File: config.mk
export PLATFORM = sky130hd
export DESIGN_NAME = freq_meter
export DESIGN_NICKNAME = d
export VERILOG_FILES = /design/src/rtl/freq_meter_pkg.sv /design/src/rtl/sync_edge_det.sv /design/src/rtl/freq_meter.sv
export SDC_FILE = /design/constraint.sdc
export NUM_CORES = 1
export LEC_CHECK = 0
export ABC_AREA = 1
export CELL_PAD_IN_SITES_DETAIL_PLACEMENT = 1
export CELL_PAD_IN_SITES_GLOBAL_PLACEMENT = 1
export CORE_MARGIN = 2
export CORE_UTILIZATION = 40
export CTS_CLUSTER_DIAMETER = 30
export DETAILED_ROUTE_END_ITERATION = 8
export GPL_TIMING_DRIVEN = 0
export PLACE_DENSITY_LB_ADDON = 0.15
export RECOVER_POWER = 25
export SLEW_MARGIN = 20
export SYNTH_ARGS = -nofsm -noshare
export SYNTH_HDL_FRONTEND = slang
export SYNTH_SLANG_ARGS = --single-unit
File: constraint.sdc
create_clock -name clki -period 3.5 [get_ports clki]
set_clock_uncertainty 0.1 [all_clocks]
set_input_delay 0.7 -clock clki [delete_from_list [all_inputs] [get_ports clki]]
set_output_delay 0.7 -clock clki [all_outputs]
set_load 0.01 [all_outputs]
File: src/rtl/freq_meter_pkg.sv
// Shared types and default constants for the freq_meter block.
package freq_meter_pkg;

    typedef enum logic {
        ST_IDLE  = 1'b0,
        ST_COUNT = 1'b1
    } fm_state_e;

    localparam int unsigned FM_GATE_CYCLES_DEF = 50000000;
    localparam int unsigned FM_CNT_W_DEF       = 27;

endpackage

File: src/rtl/sync_edge_det.sv
// Two-flop synchronizer for an asynchronous level, plus a one-cycle rising-edge pulse.
module sync_edge_det (
    input  logic clki,
    input  logic rst_n,
    input  logic d_async,
    output logic rise_p
);

    logic r_sync1;
    logic r_sync2;
    logic r_prev;

    always_ff @(posedge clki or negedge rst_n) begin
        if (!rst_n) begin
            r_sync1 <= 1'b0;
            r_sync2 <= 1'b0;
            r_prev  <= 1'b0;
        end else begin
            r_sync1 <= d_async;
            r_sync2 <= r_sync1;
            r_prev  <= r_sync2;
        end
    end

    assign rise_p = r_sync2 & ~r_prev;

endmodule

File: src/rtl/freq_meter.sv
// Gated edge counter: counts sig_in rising edges per GATE_CYCLES window, back-to-back.
// Optional period measurement between consecutive edges when FREQ_METER_PERIOD_EN is defined.
module freq_meter
    import freq_meter_pkg::*;
#(
    parameter int unsigned GATE_CYCLES = FM_GATE_CYCLES_DEF,
    parameter int unsigned CNT_W       = FM_CNT_W_DEF
) (
    input  logic             clki,
    input  logic             rst_n,
    input  logic             en,
    input  logic             sig_in,
    output logic [CNT_W-1:0] freq_out,
    output logic             meas_valid,
    output logic             ovf,
`ifdef FREQ_METER_PERIOD_EN
    output logic [CNT_W-1:0] period_out,
    output logic             period_valid,
`endif
    output logic             busy
);

    localparam int unsigned      GATE_W    = $clog2(GATE_CYCLES);
    localparam logic [GATE_W-1:0] GATE_LAST = GATE_W'(GATE_CYCLES - 1);
    localparam logic [CNT_W-1:0]  CNT_MAX   = '1;

    fm_state_e          r_state;
    logic [GATE_W-1:0]  r_gate_cnt;
    logic [CNT_W-1:0]   r_edge_cnt;
    logic               r_sat;
    logic [CNT_W-1:0]   r_freq;
    logic               r_meas_valid;
    logic               r_ovf;
    logic               r_busy;

    logic               w_edge_p;
    logic               w_terminal;
    logic               w_edge_at_max;
    logic [CNT_W-1:0]   w_edge_next;

    sync_edge_det u_sync (
        .clki    (clki),
        .rst_n   (rst_n),
        .d_async (sig_in),
        .rise_p  (w_edge_p)
    );

    assign w_terminal    = (r_gate_cnt == GATE_LAST);
    assign w_edge_at_max = w_edge_p && (r_edge_cnt == CNT_MAX);
    // Count including this cycle's edge, held at all-ones once full.
    assign w_edge_next   = (w_edge_p && !w_edge_at_max) ? r_edge_cnt + CNT_W'(1) : r_edge_cnt;

    always_ff @(posedge clki or negedge rst_n) begin
        if (!rst_n) begin
            r_state      <= ST_IDLE;
            r_gate_cnt   <= '0;
            r_edge_cnt   <= '0;
            r_sat        <= 1'b0;
            r_freq       <= '0;
            r_meas_valid <= 1'b0;
            r_ovf        <= 1'b0;
            r_busy       <= 1'b0;
        end else begin
            r_meas_valid <= 1'b0;
            case (r_state)
                ST_IDLE: begin
                    r_gate_cnt <= '0;
                    r_edge_cnt <= '0;
                    r_sat      <= 1'b0;
                    if (en) begin
                        r_state <= ST_COUNT;
                        r_busy  <= 1'b1;
                    end
                end
                ST_COUNT: begin
                    if (!en) begin
                        // Partial window is discarded; published results hold.
                        r_state    <= ST_IDLE;
                        r_busy     <= 1'b0;
                        r_gate_cnt <= '0;
                        r_edge_cnt <= '0;
                        r_sat      <= 1'b0;
                    end else if (w_terminal) begin
                        r_freq       <= w_edge_next;
                        r_ovf        <= r_sat | w_edge_at_max;
                        r_meas_valid <= 1'b1;
                        r_gate_cnt   <= '0;
                        r_edge_cnt   <= '0;
                        r_sat        <= 1'b0;
                    end else begin
                        r_gate_cnt <= r_gate_cnt + GATE_W'(1);
                        r_edge_cnt <= w_edge_next;
                        r_sat      <= r_sat | w_edge_at_max;
                    end
                end
                default: begin
                    r_state <= ST_IDLE;
                    r_busy  <= 1'b0;
                end
            endcase
        end
    end

    assign freq_out   = r_freq;
    assign meas_valid = r_meas_valid;
    assign ovf        = r_ovf;
    assign busy       = r_busy;

`ifdef FREQ_METER_PERIOD_EN
    logic [CNT_W-1:0] r_per_cnt;
    logic             r_per_armed;
    logic [CNT_W-1:0] r_period;
    logic             r_period_valid;
    logic [CNT_W-1:0] w_per_next;

    assign w_per_next = (r_per_cnt == CNT_MAX) ? CNT_MAX : r_per_cnt + CNT_W'(1);

    // Cycles between consecutive edges; the first edge after enable only arms the counter.
    always_ff @(posedge clki or negedge rst_n) begin
        if (!rst_n) begin
            r_per_cnt      <= '0;
            r_per_armed    <= 1'b0;
            r_period       <= '0;
            r_period_valid <= 1'b0;
        end else begin
            r_period_valid <= 1'b0;
            if (r_state != ST_COUNT) begin
                r_per_cnt   <= '0;
                r_per_armed <= 1'b0;
            end else if (w_edge_p) begin
                if (r_per_armed) begin
                    r_period       <= w_per_next;
                    r_period_valid <= 1'b1;
                end
                r_per_cnt   <= '0;
                r_per_armed <= 1'b1;
            end else begin
                r_per_cnt <= w_per_next;
            end
        end
    end

    assign period_out   = r_period;
    assign period_valid = r_period_valid;
`endif

endmodule

# --- Word-level counts from Yosys, hierarchy flattened ---
# Index checks and enable logic that the tools add are counted.
# Widths: inputs -> output; s select.
totals:
  regBits: 88
  inputBits: 4
  output_inout_bits: 30
  elab_cells: 43
op_classes:
  addsub: 2
  n_eq_ne: 4
  muxes: 17
  n_bitwise: 4
  n_reduce_logical: 5
op_table:
  columns: ["op", "count"]
  rows:
  - ["$mux 27", 3]
  - ["$pmux 27 s2", 1]
  - ["$mux 26", 2]
  - ["$pmux 26 s2", 1]
  - ["$add 27x1->27 const B", 1]
  - ["$eq 27x27->1 const B", 1]
  - ["$add 26x1->26 const B", 1]
  - ["$eq 26x26->1 const B", 1]
  - ["$mux 1", 8]
  - ["$ne 2x2->1 const B", 2]
  - ["$pmux 1 s2", 2]
  - ["$reduce_and 3->1", 1]
  - ["$logic_and 1x1->1", 2]
  - ["$not 1->1", 2]
  - ["$reduce_and 2->1", 1]
  - ["$and 1x1->1", 1]
  - ["$logic_not 1->1", 1]
  - ["$or 1x1->1", 1]

# --- Longest topological paths before layout ---
depth:
  ltp_word: 9
  depth_mapped: 12
  mapped_depth_nobuf: 11

# --- By module ---
# Synthesis repeated with hierarchy kept, for this count alone.
hier_totals:
  hier_cells: 625
  area_unflattened_um2: 4763.3
modules_own_cells:
  columns: ["mod", "n_inst", "cells_per_inst", "area_per_inst_um2", "seq_area_each_um2"]
  rows:
  - ["freq_meter", 1, 620, 4678.2, 2127.0]
  - ["sync_edge_det", 1, 5, 85.1, 75.1]

# --- Worst setup path before layout ---
# No wires, ideal clock.
synth_path:
  kind: "register to register"
  start: "register r_gate_cnt[0]"
  end: "register r_freq[17] (netlist: freq_out[17])"
  setup_ns: 0.118
  arrival_time_ns: 1.563
  required_time_ns: 3.282
  setup_slack_ns: 1.720
  path_stages_with_launch: 10
  path_buffers: 1
  synth_period_minus_slack_ns: 1.780
  path_cell_list: "dfrtp_1 ha_1 nand4_2 nor2_4 nand3_4 nor2_8 inv_6 buf_8 nand2_1 o21ai_2"
synth_via:
  elab_chain_len: 2
synth_lines:
  columns: ["item", "line", "rtl"]
  rows:
  - ["from (decl)", "freq_meter.sv:28", "logic [GATE_W-1:0] r_gate_cnt;"]
  - ["from (signal assigned)", "freq_meter.sv:91", "r_gate_cnt <= r_gate_cnt + GATE_W'(1);"]
  - ["$eq 26x26->1", "freq_meter.sv:48", "assign w_terminal = (r_gate_cnt == GATE_LAST);"]
  - ["$reduce_and 3->1 (no source line)", null, null]
  - ["to (signal assigned)", "freq_meter.sv:84", "r_freq <= w_edge_next;"]
  - ["to (decl)", "freq_meter.sv:31", "logic [CNT_W-1:0] r_freq;"]
# Every way passes these cells.
# A chain may end at the register's enable or synchronous reset.

# --- Worst setup path after layout ---
layout_path:
  start: "register r_gate_cnt[0]"
  end: "register r_freq[4] (netlist: freq_out[4])"
# Same word-level chain as after synthesis.

==> flow_summary_export.csv <==
group,metric,value,unit
cts,post-cts-setup-buffer-count,0,
timing,fin_tns_setup,0,ps
finish,fin_util,47.1,%
grt,grt_pass1_vias,4556,
synth,synthesis.nets,657,
synth,synth_seq_area_share,45.7,%
power_and_ir_drop,p_per_area,351,mW/mm2
synth,synthCells,650,
synth,yosys.area.top_type,"dfrtp_1",
synth,synth-edff-count,0,
cts,post_cts_resized,0,
grt,grt_max_degree,61,
cts,cts_buffers,9,
grt,grt-ovfl-total,0,
floorplan,dieArea,0.0129,mm2
timing,relSlewSlack,-11.3,%
timing,fin_ws,1120,ps
cts,cts_tree,"yes",
synth,synth_commonest_cells,"203 x nand2_1, 96 x nor2_1, 88 x dfrtp_1",
floorplan,initial_core_util,40.5,%
floorplan,io_pins,34,
grt,grt_pass1_wl,22500,um
flow_run,cap_violations,1,
cts,insertion_delay,350,ps
floorplan,die_w,114,um
synth,synth_top_area_share,45.7,%
cts,cts_sinks,88,
timing,finalCritPeriodShare,67.9,%
critical_path,cp-start-kind,"register",
grt,antenna_found_initial,0,
placed_design,io_buffers,33,
drt,wl_met1,5730,um
drt,wl_met3,279,um
timing,hold_viol,0,
critical_path,critical_path_class,"reg -> reg",
timing,drv_slew,29,
cts,h-tree-depth,3,
drt,avgRoutedWirePerCell,16.1,um
timing,timing.fmax,421,MHz
drt,drc,0,
run_status,status,"finished, violations left",
synth,ys_ff_latch,88,
timing,grt_setup_unrepaired,"false",
timing,setup_viol,0,
worst_hold_path,holdCritPathClass,"reg -> reg",
cts,clockBufferDepth,2,
floorplan,die_height,114,um
timing,hold_slack,258,ps
drt,drt-pass1-iter-count,4,
cts,holdBufCountCts,0,
finish,drive_above_1_share,7.16,%
run_status,violations,"max-capacitance violations, max-slew violations",
drt,ant_nets,0,
synth,synth_area,0.00482,mm2
finish,area_delta_synth_final,16.4,%
cts,root_buffer,"clkbuf_16",
finish,instances_no_fill,845,
critical_path,end_kind,"register",
critical_path,crit_fanout,5,
critical_path,arrival,2560,ps
placed_design,place_inst,831,
placed_design,place_ws,872,ps
placed_design,routabilityCongestion,0.905,
synth,post-synth-top-count-cell,"nand2_1",
grt,grt_use_total,22.4,%
drt,vias,4371,
cts,clk_pin_slew,60,ps
drt,totalWireLength,13600,um
placed_design,dp_hpwl,10500,um
critical_path,crit_required,3680,ps
synth,synth.area.top_cells,"dfrtp_1 46%, nand2_1 16%, nor2_1 7.5%",
synth,synth.distinct_cells,36,
power_and_ir_drop,p_leak,2.60,nW
timing,timing.final.crit_period,2380,ps
synth,yosysWarningCount,0,
drt,viasPerCell,5.17,
power_and_ir_drop,peakVddDrop,0.205,mV
synth,async_flop_share,100,%
drt,drt_iter0_drc,164,
drt,top_layer_used,"met4",
synth,ys.flop_type,"dfrtp_1",
drt,wl_met2,7220,um
finish,fin_nets,702,
timing,worst_pin_slew,1670,ps
floorplan,core_area,0.0119,mm2
finish,diodes,0,
synth,synth.avg_cell_area,7.42,um2
floorplan,core.rowCount,40,
## per-layer routing
layer | GRT usage, % | up-vias
met5 | 0 | -
met4 | 9.35 | 0
met3 | 3.45 | 22
met2 | 42.0 | 54
met1 | 25.3 | 2145
li1 | - | 2150
## through the flow
step / power (mW) / cell area, um2
3_5_place_dp: 1.11 / 5370
4_1_cts: 2.00 / 5620
5_1_grt: 2.04 / 5610
6_report: 1.97 / 5610
3_3_place_gp: 1.11 / 5340
2_1_floorplan: 1.07 / 4820
## power by group
group          internal (mW)  switching [mW]
Sequential              1.02         0.00418
Clock                  0.492           0.387
Combinational         0.0154          0.0486
## worst paths after layout
check                      depth (start not counted)                     start                        to  slack (ps)
max                                                7   r_gate_cnt[0]$_DFF_PN0_   freq_out[4]$_DFFE_PN0P_        1120
max reg2reg                                        7   r_gate_cnt[0]$_DFF_PN0_   freq_out[4]$_DFFE_PN0P_        1120
max in group asynchronous                          2                     rst_n  r_gate_cnt[23]$_DFF_PN0_        1620
min in group asynchronous                          1                     rst_n   freq_out[2]$_DFFE_PN0P_         680
min                                                0  u_sync.r_sync1$_DFF_PN0_  u_sync.r_sync2$_DFF_PN0_         260
min reg2reg                                        0  u_sync.r_sync1$_DFF_PN0_  u_sync.r_sync2$_DFF_PN0_         260
## final cells by class
cell class	count	area, um2
fillers	1548	6300
multi-input cells	477	2240
flip-flops and latches	88	2200
repair buffers	34	352
inverters	73	279
clock buffers	13	250
well taps	147	184
plain buffers	12	98.8
clock inverters	1	5.00
## sequential cells by signal, summed over array words and instances, names as in the netlist
signal and flops:
u_sync.r_sync1 1, freq_out 27, r_sat 1, meas_valid 1
r_state 1, r_gate_cnt 26, u_sync.r_sync2 1, ovf 1
busy 1, u_sync.r_prev 1, r_edge_cnt 27
## cell usage in the layout (no fill, tap or decap), types with 2 or more instances in the layout
master           instances
ha_1                     3
nor2b_1                  2
nor2_4                   4
clkbuf_1                 6
nor4_1                   2
nand3_1                 66
nor2_1                  96
nor2_2                   5
nand2_2                  6
dfrtp_1                 88
clkbuf_16                9
nand4_1                 22
nor2_8                   2
nor3_1                  16
nand3b_1                 3
nand2_1                203
o21ai_2                  3
nand2_4                  2
a21oi_1                 11
buf_6                    5
a21o_1                   3
buf_2                    4
xnor2_1                  2
clkdlybuf4s50_1         31
inv_1                   71
nor3b_1                  2
xor2_1                   6
o21ai_0                  7
o21ai_1                  5
## cell families after synthesis
family | after synthesis | synth area share, %
buf+inv | 85 | 7.84
compound gates | 32 | 3.92
xor+xnor | 8 | 1.45
fa+ha+maj | 3 | 0.778
simple gates | 434 | 40.3
flops | 88 | 45.7
## critical path, stage by stage (launching register included)
cell	delay, ps
dfrtp_1	400
ha_1	290
nand3_1	260
nor3_1	320
nand3_1	110
nor3_1	520
nand3_1	210
nand2_1	100
Note: power is estimated with default switching activity, not from simulation.
